**config.mk**
```make
export PLATFORM = sky130hd
export DESIGN_NAME = bitwise_logic_seq
export DESIGN_NICKNAME = d
export VERILOG_FILES = /design/src/rtl/bitwise_pkg.sv /design/src/rtl/bitwise_slice.sv /design/src/rtl/bitwise_logic_seq.sv
export SDC_FILE = /design/constraint.sdc
export NUM_CORES = 1
export LEC_CHECK = 0
export CELL_PAD_IN_SITES_DETAIL_PLACEMENT = 1
export CELL_PAD_IN_SITES_GLOBAL_PLACEMENT = 1
export CORE_MARGIN = 4
export CORE_UTILIZATION = 41
export DETAILED_ROUTE_END_ITERATION = 8
export PLACE_DENSITY_LB_ADDON = 0.1
export SYNTH_ARGS = -nofsm -noshare
export SYNTH_HDL_FRONTEND = slang
export SYNTH_SLANG_ARGS = --single-unit
export TNS_END_PERCENT = 1
```
**constraint.sdc**
```tcl
create_clock -name clock -period 4.32 [get_ports clock]
set_clock_uncertainty 0.05 [all_clocks]
set_input_delay 0.864 -clock clock [delete_from_list [all_inputs] [get_ports clock]]
set_output_delay 0.864 -clock clock [all_outputs]
set_load 0.005 [all_outputs]
```
**src/rtl/bitwise_pkg.sv**
```systemverilog
// bitwise_pkg
// Shared constants for the sequential bitwise logic unit: the 3-bit opcode
// encodings and the controller state encodings.
package bitwise_pkg;

   localparam logic [2:0] OP_NOT  = 3'b000;
   localparam logic [2:0] OP_AND  = 3'b001;
   localparam logic [2:0] OP_OR   = 3'b010;
   localparam logic [2:0] OP_XOR  = 3'b011;
   localparam logic [2:0] OP_NAND = 3'b100;
   localparam logic [2:0] OP_NOR  = 3'b101;
   localparam logic [2:0] OP_XNOR = 3'b110;
   localparam logic [2:0] OP_PASS = 3'b111;

   localparam logic [1:0] IDLE = 2'd0;
   localparam logic [1:0] BUSY = 2'd1;
   localparam logic [1:0] DONE = 2'd2;

endpackage

```
**src/rtl/bitwise_slice.sv**
```systemverilog
// bitwise_slice
// Combinational CHUNK-wide bitwise operation unit.
// Ports:
//   a_s  in  CHUNK  operand A slice
//   b_s  in  CHUNK  operand B slice (ignored for NOT/PASS)
//   op   in  3      operation select
//   y_s  out CHUNK  result slice
module bitwise_slice
   import bitwise_pkg::*;
#(
   parameter int CHUNK = 8
) (
   input  logic [CHUNK-1:0] a_s,
   input  logic [CHUNK-1:0] b_s,
   input  logic [2:0]       op,
   output logic [CHUNK-1:0] y_s
);

   always_comb begin
      y_s = a_s;
      case (op)
         OP_NOT:  y_s = ~a_s;
         OP_AND:  y_s = a_s & b_s;
         OP_OR:   y_s = a_s | b_s;
         OP_XOR:  y_s = a_s ^ b_s;
         OP_NAND: y_s = ~(a_s & b_s);
         OP_NOR:  y_s = ~(a_s | b_s);
         OP_XNOR: y_s = ~(a_s ^ b_s);
         default: y_s = a_s;
      endcase
   end

endmodule

```
**src/rtl/bitwise_logic_seq.sv**
```systemverilog
// bitwise_logic_seq
// Multi-operation bitwise unit that processes CHUNK bits per cycle through a
// single shared slice unit, with valid/ready handshakes on both sides.
// Ports:
//   clock      in   1      rising-edge clock
//   reset      in   1      asynchronous, active-high reset
//   in_valid   in   1      operands/opcode present
//   in_ready   out  1      unit can accept (IDLE only)
//   op         in   3      operation select
//   a          in   WIDTH  operand A
//   b          in   WIDTH  operand B
//   out_valid  out  1      result present (DONE only)
//   out_ready  in   1      consumer accepts result
//   result     out  WIDTH  computed word, stable while out_valid
//   zero       out  1      result == 0, meaningful with out_valid
//
// state | meaning
// IDLE  | waiting for an operation; in_ready high
// BUSY  | writing one CHUNK slice of the result per cycle
// DONE  | result and zero presented; waiting for out_ready
module bitwise_logic_seq
   import bitwise_pkg::*;
#(
   parameter int WIDTH = 32,
   parameter int CHUNK = 8
) (
   input  logic             clock,
   input  logic             reset,
   input  logic             in_valid,
   output logic             in_ready,
   input  logic [2:0]       op,
   input  logic [WIDTH-1:0] a,
   input  logic [WIDTH-1:0] b,
   output logic             out_valid,
   input  logic             out_ready,
   output logic [WIDTH-1:0] result,
   output logic             zero
);

   localparam int N     = WIDTH / CHUNK;
   localparam int IDX_W = (N > 1) ? $clog2(N) : 1;

   generate
      if ((CHUNK < 1) || (CHUNK > WIDTH) || ((WIDTH % CHUNK) != 0)) begin : g_bad_params
         $error("bitwise_logic_seq: WIDTH must be a positive multiple of CHUNK");
      end
   endgenerate

   logic [1:0]       state_q;
   logic [IDX_W-1:0] idx_q;
   logic [2:0]       op_q;
   logic [WIDTH-1:0] a_q;
   logic [WIDTH-1:0] b_q;
   logic [WIDTH-1:0] result_q;
   logic             zero_q;

   logic [CHUNK-1:0] a_s;
   logic [CHUNK-1:0] b_s;
   logic [CHUNK-1:0] y_s;
   logic [WIDTH-1:0] result_nxt;
   logic             last_slice;
   int               base;

   assign base       = int'(idx_q) * CHUNK;
   assign a_s        = a_q[base +: CHUNK];
   assign b_s        = b_q[base +: CHUNK];
   assign last_slice = (idx_q == IDX_W'(N - 1));

   bitwise_slice #(.CHUNK(CHUNK)) u_slice (
      .a_s (a_s),
      .b_s (b_s),
      .op  (op_q),
      .y_s (y_s)
   );

   // Result with the current slice merged in; zero is taken from this on the
   // last edge so it reflects the fully assembled word.
   always_comb begin
      result_nxt               = result_q;
      result_nxt[base +: CHUNK] = y_s;
   end

   always_ff @(posedge clock or posedge reset) begin
      if (reset) begin
         state_q  <= IDLE;
         idx_q    <= '0;
         op_q     <= '0;
         a_q      <= '0;
         b_q      <= '0;
         result_q <= '0;
         zero_q   <= 1'b0;
      end else begin
         case (state_q)
            IDLE: begin
               if (in_valid) begin
                  op_q    <= op;
                  a_q     <= a;
                  b_q     <= b;
                  idx_q   <= '0;
                  state_q <= BUSY;
               end
            end
            BUSY: begin
               result_q <= result_nxt;
               if (last_slice) begin
                  zero_q  <= (result_nxt == '0);
                  state_q <= DONE;
               end else begin
                  idx_q <= idx_q + 1'b1;
               end
            end
            DONE: begin
               if (out_ready) begin
                  state_q <= IDLE;
               end
            end
            default: state_q <= IDLE;
         endcase
      end
   end

   assign in_ready  = (state_q == IDLE);
   assign out_valid = (state_q == DONE);
   assign result    = result_q;
   assign zero      = zero_q;

endmodule

```
Word-level counts from Yosys, hierarchy flattened
Cells that the tools add are included.

Shift operators: 4. $add $sub $neg: 2. Reductions and logical operators: 8. Eq/ne operators: 13. Muxes and demuxes: 9. Bitwise logic cells: 7.

Operator list (number): variable part select 32 x 6 -> 8 bit (2); one-hot mux 8 bit (7 select lines) (1); negator 5 -> 33 bit (1); variable shift 8 x 33 -> 32 bit (first input constant) (1); variable part select 8 x 33 -> 32 bit (1); bitwise mux 32 bit (1); logical NOT 32 bit (1); inverter 8 bit (4); two-way mux 2 bit (5); equality test 3 bit (second input constant) (3); bitwise AND 8 bit (1); OR 8 bit (1); bitwise XOR 8 bit (1); equality test 3 x 2 -> 1 bit (second input constant) (2); != test 2 bit (second input constant) (3); one-hot mux 2 bit (3 select lines) (1); AND reduction 3 bit (2); equality test 2 bit (second input constant) (2); one-hot mux 2 bit (2 select lines) (1); AND reduction 2 bit (2); equality test 3 x 1 -> 1 bit (second input constant) (1); logical NOT 3 bit (1); adder 2 x 1 -> 2 bit (second input constant) (1); equality test 2 x 1 -> 1 bit (second input constant) (1); 3 further kinds (3).

Output and inout port bits: 35. Logic and storage cells: 50. Input port bits: 71. Register bits: 104.

Depth between registers and ports, before layout
Gate-level depths: netlist (run 1).

Word-level depth: 7. Gate-level depth with buffers: 12. Depth with buffers taken out: 10.

Modules after synthesis
Synthesis (run 1) repeated with hierarchy kept, for this count alone.

Cells, all modules: 432. Area total of the unflattened synthesis: 5517.8 um^2.

By module, submodules not included: bitwise_logic_seq (seq. area each 2602.5 um^2, area an instance 4601.9 um^2, cells an instance 309, instances 1); bitwise_slice (seq. area each 0.0 um^2, area an instance 915.9 um^2, cells an instance 123, instances 1).

Worst setup path before layout (run 1)
OpenSTA, ideal clock, no wires.

Path kind: reg-to-reg. From: register idx_q[0]. To: register zero_q, in the netlist zero. Cell stages (with the launch flop): 13. Required time: 4178 ps. Clock period less this slack: 3774 ps. Buffers on the path: 2. Arrival: 3632 ps. Library setup time: 92 ps. Path slack: 546 ps. Cell sequence: dfrtp_1 > buf_6 > buf_1 > mux4_2 > inv_1 > ha_1 > mux2_2 > a222oi_1 > o211ai_1 > o211ai_1 > a21oi_1 > or4_1 > o31ai_2.

Word-level cells in the longest chain between the ends: 7. Elaborated cells on any way between the ends: 17. Those cells by class: add/sub: 1; eq/ne: 1; shift: 4; mux: 2; bitwise: 7; reduce/logical: 2.

RTL lines: from (decl) (RTL line bitwise_logic_seq.sv:50) `logic [IDX_W-1:0] idx_q;`; from (signal assigned) (RTL line bitwise_logic_seq.sv:109) `idx_q <= idx_q + 1'b1;`; variable part select 32 x 6 -> 8 bit, on equally long branches (RTL line bitwise_logic_seq.sv:65, bitwise_logic_seq.sv:66); bitwise XOR 8 bit (tied with other cells) (RTL line bitwise_slice.sv:25, bitwise_slice.sv:28); inverter 8 bit, on equally long branches (RTL line bitwise_slice.sv:28, bitwise_slice.sv:26, bitwise_slice.sv:27); one-hot mux 8 bit (7 select lines) (RTL line bitwise_slice.sv:21) `case (op)`; variable part select 8 x 33 -> 32 bit (RTL line bitwise_logic_seq.sv:80) `result_nxt[base +: CHUNK] = y_s;`; bitwise mux 32 bit (RTL line bitwise_logic_seq.sv:80); logical NOT 32 bit (RTL line bitwise_logic_seq.sv:106) `zero_q <= (result_nxt == '0);`; to (signal assigned) (RTL line bitwise_logic_seq.sv:106); to (decl) (RTL line bitwise_logic_seq.sv:55) `logic zero_q;`.

Several ways; a longest one is shown, not always the timed one. A chain may end at the register's enable or synchronous reset.

Worst setup path after layout (run 1)
Ends and elaborated chain as after synthesis.

==> summary.md, run 1 <==
| Metric | Value |
|---|---|
| Status | completed |
| # diodes | 0 |
| CP peak stage delay | 0.62 ns |
| Pwr Density | 831 nW/µm² |
| Leak pwr | 2.87 nW |
| Critical-path cell list | buf_4 -> mux4_2 -> inv_1 -> ha_1 -> mux2_2 -> a222oi_1 -> o211ai_1 -> o211ai_1 -> a41oi_1 -> a2111o_1 -> o31ai_2 |
| Core Area | 12700 µm² |
| Crit path time final | 3.91 ns |
| Crit Path Max Fanout | 13 |
| Mapped Cells | 456 |
| Ys Warns | 0 |
| Hold Crit Class | reg -> reg |
| Number of max-cap violations | 0 |
| WP depth | 11 |
| Area leader, netlist | dfrtp_1 |
| Placed cell count | 715 |
| CTS sink cnt | 104 |
| Die area | 15000 µm² |
| Starting Density | 0.423 |
| Least-Margin Pin Slew | 0.894 ns |
| Count of hold-fix buffers inserted at cts | 0 |
| Fin crit share | 0.904 |
| Crit-path most repeated cell | o211ai_1 |
| Final Cell Area | 6930 µm² |
| Hold EP | a_q[2] |
| Final wirelength | 14.0 mm |
| Placer Congestion | 0.743 |
| Achievable Freq | 0.256 GHz |
| CP Class | reg -> reg |
| Longest Clk Path Bufs | 2 |
| Seq/Total Area, Yosys | 0.484 |
| CP Data Arrival Time | 4.13 ns |
| Number of synthesized flops with an enable pin | 0 |
| Initial antenna violation count | 0 |
| DRC Markers | 0 |
| Share of cells above drive strength 1 | 0.213 |
| CTS tree | yes |
| Max Slew Vio Count | 0 |
| WHS | 0.457 ns |
| Worst-skew pair later-pin latency | 0.35 ns |
| Largest net degree at the start of global routing | 69 |
| Nets@finish | 647 |
| RSZ-0062 raised after global routing | false |
| R2R Path Start | idx_q[0] |
| Vias in the first global route | 4292 |
| Area Growth Syn to Fin | 28.7% |
| CP startpoint kind | flip-flop |
| Root buffer cell | clkbuf_16 |
| Mapped Area | 5380 µm² |
| CTS clk-pin slew, worst paths | 0.07 ns |
| Pwr Total | 5.75 mW |
| Post-Layout Cell Count | 731 |
| Reg-to-Reg End | zero |
| Postcts setup bufs | 0 |
| Vias per cell | 5.54 |
| Critical path required time | 4.54 ns |
| Average size of a mapped cell | 11.8 µm² |
| Cell family with most CP delay | compound AO/OA/AOI/OAI gates |
| Iteration count of the initial detailed-routing pass | 4 |
| First-pass GRT wire length | 22.7 mm |
| Fin Setup TNS | 0 ns |
| Post_cts resized | 0 |
| Die Y | 123 µm |
| Wire length per cell | 19.2 µm |
| Cell variety after synth | 43 |
| HPWL after DPL | 10.0 mm |
| Placed inst area | 6620 µm² |
| Port Buffers | 105 |
| Top cell type's share of synthesized area | 0.484 |
| H-tree lvl count | 3 |
| Async SR Flop Fraction | 1.00 |
| Hold wc startpoint | a_q[2] |
| Tot GR Track Use | 0.196 |
| # rows | 41 |
| Syn nets | 549 |
| IO Count | 106 |
| Synth Flop Type | dfrtp_1 |
| Final Hold Viols | 0 |
| Element type at the critical path end | flip-flop |
| R2r setup slk | 0.41 ns |
| Grt total ovfl | 0 |
| Final setup violation count | 0 |
| Reg2reg path depth | 11 |
| WHS Path Cells | 1 |
| Worst slew margin | 0.404 |
| Worst VDD drop | 0.291 mV |
| Num CTS Buffers | 9 |
| Top cells by area, synth | dfrtp_1 48%, mux2_2 16%, mux4_2 6.3% |
| Vias | 4051 |
| Die width | 123 µm |
| Worst path slowest cell | mux4_2 |
| Initial DRC count | 209 |
| Final ANT Viol Nets | 0 |
| Post-synthesis register bit count | 104 |
| Worst path bufs/invs | 2 |
## layout by cell type, fill, tap and decap left out, types with 2 or more instances in the layout
| cell | synthesis | final |
|---|---|---|
| o21ai_0 | 35 | 35 |
| buf_4 | 0 | 5 |
| nand4_1 | 3 | 3 |
| clkdlybuf4s50_1 | 0 | 105 |
| a21o_1 | 2 | 2 |
| a41oi_1 | 3 | 3 |
| a222oi_1 | 7 | 7 |
| mux2_2 | 75 | 75 |
| inv_6 | 0 | 4 |
| a21oi_1 | 5 | 5 |
| nor3_1 | 2 | 2 |
| o211ai_1 | 13 | 13 |
| mux4_2 | 15 | 15 |
| buf_12 | 0 | 2 |
| ha_1 | 22 | 22 |
| inv_1 | 23 | 22 |
| nor4_1 | 7 | 7 |
| dfrtp_1 | 104 | 104 |
| nor4b_1 | 14 | 14 |
| nor2_1 | 15 | 15 |
| nand2b_1 | 2 | 2 |
| nand2_1 | 52 | 52 |
| nand3_1 | 4 | 4 |
| clkbuf_16 | 0 | 9 |
| and2_1 | 9 | 8 |
## cell type report
| cell class | instances | area [µm²] |
|---|---|---|
| Clock buffer | 9 | 225 |
| Clock inverter | 7 | 86.3 |
| Fill cell | 1360 | 5790 |
| Inverter | 23 | 88.8 |
| Multi-Input combinational cell | 304 | 2580 |
| Sequential cell | 104 | 2600 |
| Tap cell | 172 | 215 |
| Timing Repair Buffer | 112 | 1130 |
## synthesized netlist by cell type (all sizes together), types with 2 or more instances
library cell / count
ha: 22
nor4: 7
inv: 23
a222oi: 7
mux4: 16
o21ai: 35
nand2b: 2
a21o: 2
mux2: 75
nor3: 2
clkbuf: 12
o211ai: 14
nand2: 52
a41oi: 3
nand3: 4
nand4: 3
dfrtp: 104
a21oi: 5
nor2: 15
nor4b: 14
buf: 13
and2: 9
## worst max path at each step
| stage | slack, ns | startpoint | end |
|---|---|---|---|
| global placement | 0.63 | idx_q[0] | zero |
| detailed placement | 0.49 | idx_q[0] | zero |
| CTS | 0.40 | idx_q[0] | zero |
| floorplan | 0.55 | idx_q[0] | zero |
| global route | 0.15 | idx_q[0] | zero |
| finish | 0.41 | idx_q[0] | zero |
## metal layers
layer	wire length, µm	track usage	vias up
met1	5940	0.253	2054
met5	0	0	-
met2	7270	0.329	99
met3	576	0.0332	20
met4	250	0.0777	0
li1	-	-	1878
## state kept, by name (all words and copies together) (netlist names)
signal,flops
b_q,32
zero,1
idx_q,2
op_q,3
a_q,32
result,32
state_q,2
## cell families (layout without fill, tap and decap cells)
group | Yosys count | count (layout) | synth area share
AO/OA/AOI/OAI | 74 | 74 | 0.0918
adder cells (fa/ha/maj) | 22 | 22 | 0.0512
buffers and inverters | 48 | 151 | 0.0370
flip-flops | 104 | 104 | 0.484
multiplexers | 91 | 91 | 0.225
AND/OR/NAND/NOR | 117 | 117 | 0.112
## worst reg2reg max path, cell delays in order, from the launching register on
cell and delay, ns:
dfrtp_1 0.35, buf_4 0.29, mux4_2 0.63, inv_1 0.10, ha_1 0.23, mux2_2 0.27
a222oi_1 0.36, o211ai_1 0.20, o211ai_1 0.44, a41oi_1 0.22, a2111o_1 0.45, o31ai_2 0.23
## per-stage QoR
| stage | setup slack (ns) | util |
|---|---|---|
| after floorplan | 0.546 | - |
| after global placement | 0.626 | 0.520 |
| after detailed placement | 0.493 | 0.520 |
| after CTS | 0.405 | 0.545 |
| after global routing | 0.151 | 0.545 |
| final | 0.413 | 0.545 |
## power breakdown
group | switching (mW) | internal [mW]
logic | 1.60 | 1.52
clock network | 0.398 | 0.462
registers | 0.363 | 1.41
total | 2.36 | 3.40
Note: power is estimated with default switching activity, not from simulation.
==> run 2, diff against run 1 <==
--- a/config.mk
+++ b/config.mk
@@ -5,12 +5,10 @@
 export SDC_FILE = /design/constraint.sdc
 export NUM_CORES = 1
 export LEC_CHECK = 0
-export CELL_PAD_IN_SITES_DETAIL_PLACEMENT = 1
-export CELL_PAD_IN_SITES_GLOBAL_PLACEMENT = 1
 export CORE_MARGIN = 4
-export CORE_UTILIZATION = 41
+export CORE_UTILIZATION = 52
 export DETAILED_ROUTE_END_ITERATION = 8
-export PLACE_DENSITY_LB_ADDON = 0.1
+export PLACE_DENSITY = 0.8
 export SYNTH_ARGS = -nofsm -noshare
 export SYNTH_HDL_FRONTEND = slang
 export SYNTH_SLANG_ARGS = --single-unit
==> run 2 against run 1 <==
  * Wire length is 9.8% lower
  * Final area is 1.8% lower
  * Critical path depth stayed put
  * Fmax is 3.1% higher
  * Critical endpoint unchanged
  * Highest routed layer unchanged
==> summary.md, run 2 (synthesis gave the netlist of run 1 again) <==
| Metric | Value |
|---|---|
| HPWL after DPL | 9.34 mm (was 10.0 mm) |
| CP startpoint kind | flip-flop (unchanged) |
| Count of hold-fix buffers inserted at cts | 0 (unchanged) |
| Status | completed (unchanged) |
| Wire length per cell | 18.3 µm (was 19.2 µm) |
| Final setup margin | 0.530 ns (was 0.413 ns) |
| Num CTS Buffers | 9 (unchanged) |
| Initial DRC count | 324 (was 209) |
| Hold Crit Class | reg -> reg (unchanged) |
| Commonest non-fill, non-tap cell in the layout | clkdlybuf4s50_1 (unchanged) |
| Pwr Density | 814 nW/µm² (was 831 nW/µm²) |
| RSZ-0062 raised after global routing | false (unchanged) |
| Nets@finish | 647 (unchanged) |
| Grt total ovfl | 0 (unchanged) |
| Placed inst area | 6560 µm² (was 6620 µm²) |
| CTS clk-pin slew, worst paths | 0.11 ns (was 0.07 ns) |
| CP Data Arrival Time | 4.03 ns (was 4.13 ns) |
| Crit Path Max Fanout | 14 (was 13) |
| Place WS | 0.567 ns (was 0.493 ns) |
| Postcts setup bufs | 0 (unchanged) |
| Root buffer cell | clkbuf_8 (was clkbuf_16) |
| Worst slew margin | 0.407 (was 0.404) |
| Die width | 110 µm (was 123 µm) |
| Area Growth Syn to Fin | 26.4% (was 28.7%) |
| Crit path time final | 3.79 ns (was 3.91 ns) |
| Leak pwr | 2.83 nW (was 2.87 nW) |
| Worst VDD drop | 0.358 mV (was 0.291 mV) |
| IO Count | 106 (unchanged) |
| Fin Setup TNS | 0 ns (unchanged) |
| CTS sink cnt | 104 (unchanged) |
| Iteration count of the initial detailed-routing pass | 6 (was 4) |
| Die area | 12000 µm² (was 15000 µm²) |
| # rows | 36 (was 41) |
| Final Cell Area | 6800 µm² (was 6930 µm²) |
| WHS | 0.461 ns (was 0.457 ns) |
| Placed cell count | 676 (was 715) |
| Final Hold Viols | 0 (unchanged) |
| Share of cells above drive strength 1 | 0.213 (unchanged) |
| Pwr Total | 5.54 mW (was 5.75 mW) |
| CTS tree | yes (unchanged) |
| Final ANT Viol Nets | 0 (unchanged) |
| Longest Clk Path Bufs | 2 (unchanged) |
| Post_cts resized | 0 (unchanged) |
| Final wirelength | 12.7 mm (was 14.0 mm) |
| Final setup violation count | 0 (unchanged) |
| Max Slew Vio Count | 0 (unchanged) |
| Port Buffers | 105 (unchanged) |
| Commonest cells after routing, fill and taps aside | 105 x clkdlybuf4s50_1, 104 x dfrtp_1, 75 x mux2_2 (unchanged) |
| Vias in the first global route | 4164 (was 4292) |
| Fin crit share | 0.877 (was 0.904) |
| Vias per cell | 5.85 (was 5.54) |
| Critical path required time | 4.56 ns (was 4.54 ns) |
| Number of max-cap violations | 0 (unchanged) |
| First-pass GRT wire length | 20.3 mm (was 22.7 mm) |
| Initial antenna violation count | 0 (unchanged) |
| Core Area | 9910 µm² (was 12700 µm²) |
| Worst-skew pair later-pin latency | 0.37 ns (was 0.35 ns) |
| CP Class | reg -> reg (unchanged) |
| Post-Layout Cell Count | 692 (was 731) |
| Starting Density | 0.543 (was 0.423) |
| Placer Congestion | 0.840 (was 0.743) |
| Largest net degree at the start of global routing | 71 (was 69) |
| Element type at the critical path end | flip-flop (unchanged) |
| Vias | 4045 (was 4051) |
| DRC Markers | 0 (unchanged) |
| Tot GR Track Use | 0.217 (was 0.196) |
| H-tree lvl count | 3 (unchanged) |
| Die Y | 110 µm (was 123 µm) |
| Utilization after layout | 0.686 (was 0.545) |
| Achievable Freq | 0.264 GHz (was 0.256 GHz) |
| # diodes | 0 (unchanged) |
| Least-Margin Pin Slew | 0.890 ns (was 0.894 ns) |
[run 2: worst paths after layout]
check                              start  cells after the start  slack, ns    endpoint
max in group asynchronous          reset                      3       2.44  result[20]
min in group asynchronous          reset                      2       0.97     a_q[18]
worst min-delay path              b_q[8]                      1       0.46      b_q[8]
worst max register to register  idx_q[1]                     11       0.53        zero
worst max-delay path            idx_q[1]                     11       0.53        zero
worst min register to register    b_q[8]                      1       0.46      b_q[8]
[run 2: critical path, cell delays in order, from the launching register on]
cell      delay (ns)
dfrtp_1         0.73
buf_4           0.27
mux4_2          0.33
inv_1           0.08
ha_1            0.22
mux2_2          0.27
a222oi_1        0.32
o211ai_1        0.15
o211ai_1        0.35
a41oi_1         0.24
a2111o_1        0.46
o31ai_2         0.23
[run 2: routing by layer]
| layer | up-vias | global-route usage | wire length, µm |
|---|---|---|---|
| met5 | - | 0 | 0 |
| met3 | 21 | 0.0411 | 825 |
| met1 | 2025 | 0.279 | 5130 |
| li1 | 1858 | - | - |
| met2 | 141 | 0.372 | 6500 |
| met4 | 0 | 0.0659 | 210 |
[run 2: report_power, final]
part | leakage (nW) | internal (mW) | switching [mW]
sequential | 1.29 | 1.41 | 0.382
combinational | 1.42 | 1.50 | 1.49
clock | 0.121 | 0.391 | 0.353
[run 2: area by class of cell]
| class | count | area, µm² |
|---|---|---|
| repair buffers | 112 | 1120 |
| inverters | 23 | 88.8 |
| multi-input cells | 304 | 2580 |
| flip-flops and latches | 104 | 2600 |
| clock buffers | 9 | 124 |
| clock inverters | 7 | 124 |
| fillers | 744 | 3110 |
| well taps | 133 | 166 |
==> run 3, diff against run 2 <==
--- a/config.mk
+++ b/config.mk
@@ -5,6 +5,8 @@
 export SDC_FILE = /design/constraint.sdc
 export NUM_CORES = 1
 export LEC_CHECK = 0
+export CAP_MARGIN = 20
+export CORE_ASPECT_RATIO = 1.5
 export CORE_MARGIN = 4
 export CORE_UTILIZATION = 52
 export DETAILED_ROUTE_END_ITERATION = 8
==> run 3 against run 2 <==
  * Sequential share of layout area shrank 0.098 points
  * Sequential power is essentially flat
  * Non-clock buffer count is the same
  * Hold slack lost 0.0075 ns
  * Final area grew 0.26%
  * Utilization shrank 1.4 points
  * Via count shrank 0.82%
  * Highest routed layer unchanged
==> summary.md, run 3 (synthesis gave the netlist of run 1 again) <==
| Metric | Value |
|---|---|
| HPWL after DPL | 9.71 mm (was 9.34 mm) |
| Crit-path most repeated cell | o211ai_1 (unchanged) |
| Placed cell count | 660 (was 676) |
| Commonest non-fill, non-tap cell in the layout | clkdlybuf4s50_1 (unchanged) |
| Leak pwr | 2.85 nW (was 2.83 nW) |
| CP Data Arrival Time | 3.91 ns (was 4.03 ns) |
| Die width | 91.1 µm (was 110 µm) |
| Iteration count of the initial detailed-routing pass | 6 (unchanged) |
| Worst path slowest cell | mux4_2 (was dfrtp_1) |
| Placed inst area | 6540 µm² (was 6560 µm²) |
| Die Y | 133 µm (was 110 µm) |
| Crit path time final | 3.70 ns (was 3.79 ns) |
| R2r setup slk | 0.62 ns (was 0.53 ns) |
| # diodes | 0 (unchanged) |
| Place WS | 0.638 ns (was 0.567 ns) |
| Crit Path Max Fanout | 17 (was 14) |
| CP startpoint kind | flip-flop (unchanged) |
| Initial antenna violation count | 0 (unchanged) |
| CTS clk-pin slew, worst paths | 0.07 ns (was 0.11 ns) |
| Vias per cell | 5.93 (was 5.85) |
| First-pass GRT wire length | 21.2 mm (was 20.3 mm) |
| Postcts setup bufs | 0 (unchanged) |
| Initial DRC count | 286 (was 324) |
| CTS tree | yes (unchanged) |
| Number of max-cap violations | 0 (unchanged) |
| Tot GR Track Use | 0.220 (was 0.217) |
| Final ANT Viol Nets | 0 (unchanged) |
| Final wirelength | 12.9 mm (was 12.7 mm) |
| Port Buffers | 105 (unchanged) |
| Share of cells above drive strength 1 | 0.211 (was 0.213) |
| Fin Setup TNS | 0 ns (unchanged) |
| Final Hold Viols | 0 (unchanged) |
| Placer Congestion | 0.873 (was 0.840) |
| Worst slew margin | 0.425 (was 0.407) |
| Vias in the first global route | 4289 (was 4164) |
| CP peak stage delay | 0.59 ns (was 0.73 ns) |
| Worst-skew pair later-pin latency | 0.34 ns (was 0.37 ns) |
| Element type at the critical path end | flip-flop (unchanged) |
| Wire length per cell | 19.0 µm (was 18.3 µm) |
| CP Class | reg -> reg (unchanged) |
| Pwr Density | 811 nW/µm² (was 814 nW/µm²) |
| Nets@finish | 647 (unchanged) |
| Achievable Freq | 0.270 GHz (was 0.264 GHz) |
| Utilization after layout | 0.673 (was 0.686) |
| Starting Density | 0.531 (was 0.543) |
| Worst path bufs/invs | 2 (unchanged) |
| Commonest cells after routing, fill and taps aside | 105 x clkdlybuf4s50_1, 104 x dfrtp_1, 75 x mux2_2 (unchanged) |
| Area Growth Syn to Fin | 26.7% (was 26.4%) |
| Longest Clk Path Bufs | 2 (unchanged) |
| Core Area | 10100 µm² (was 9910 µm²) |
| CTS sink cnt | 104 (unchanged) |
| Least-Margin Pin Slew | 0.863 ns (was 0.890 ns) |
| Root buffer cell | clkbuf_16 (was clkbuf_8) |
| Count of hold-fix buffers inserted at cts | 0 (unchanged) |
| Num CTS Buffers | 9 (unchanged) |
| Critical-path cell list | buf_4 -> mux4_2 -> inv_1 -> ha_1 -> mux2_2 -> a222oi_1 -> o211ai_1 -> o211ai_1 -> a21oi_1 -> or4_1 -> o31ai_2 (was buf_4 -> mux4_2 -> inv_1 -> ha_1 -> mux2_2 -> a222oi_1 -> o211ai_1 -> o211ai_1 -> a41oi_1 -> a2111o_1 -> o31ai_2) |
| Max Slew Vio Count | 0 (unchanged) |
| Cell family with most CP delay | compound AO/OA/AOI/OAI gates (unchanged) |
| Die area | 12100 µm² (was 12000 µm²) |
| Worst VDD drop | 0.362 mV (was 0.358 mV) |
| Largest net degree at the start of global routing | 69 (was 71) |
| WP depth | 11 (unchanged) |
| Final setup margin | 0.618 ns (was 0.530 ns) |
| Reg2reg path depth | 11 (unchanged) |
| H-tree lvl count | 3 (unchanged) |
| Final Cell Area | 6820 µm² (was 6800 µm²) |
| Fin crit share | 0.857 (was 0.877) |
| Post_cts resized | 0 (unchanged) |
| RSZ-0062 raised after global routing | false (unchanged) |
| Critical path required time | 4.53 ns (was 4.56 ns) |
| # rows | 45 (was 36) |
| Grt total ovfl | 0 (unchanged) |
| Hold Crit Class | reg -> reg (unchanged) |
| WHS Path Cells | 1 (unchanged) |
| Status | completed (unchanged) |
| Vias | 4012 (was 4045) |
| IO Count | 106 (unchanged) |
| DRC Markers | 0 (unchanged) |
| Post-Layout Cell Count | 676 (was 692) |
| Final setup violation count | 0 (unchanged) |
run 3: area by class of cell:
class | instances | area [µm²]
repair buffers | 112 | 1120
fillers | 770 | 3310
clock inverters | 4 | 28.8
multi-input cells | 304 | 2580
flip-flops and latches | 104 | 2600
inverters | 23 | 88.8
clock buffers | 12 | 256
well taps | 117 | 146
run 3: worst paths after layout:
kind / start / end
max: idx_q[0] / zero
min in group asynchronous: reset / state_q[1]
max reg2reg: idx_q[0] / zero
min reg2reg: b_q[27] / b_q[27]
max in group asynchronous: reset / a_q[23]
min: b_q[27] / b_q[27]
run 3: stage by stage:
stage	total power, mW	hold slack, ns
after floorplan	3.83	0.422
after global placement	4.59	0.435
after detailed placement	4.77	0.441
after CTS	5.55	0.456
after global routing	5.93	0.463
final	5.53	0.454
run 3: power by group:
group | switching, mW | internal [mW] | total [mW]
combinational | 1.50 | 1.49 | 2.99
sequential | 0.357 | 1.42 | 1.77
clock | 0.347 | 0.423 | 0.769
run 3: per-layer routing:
metal | GRT usage | vias to the layer above | part of all wire
met1 | 0.242 | 1971 | 0.37
met2 | 0.412 | 143 | 0.55
met3 | 0.0381 | 35 | 0.047
li1 | - | 1863 | -
met5 | 0 | - | 0
met4 | 0.0898 | 0 | 0.034
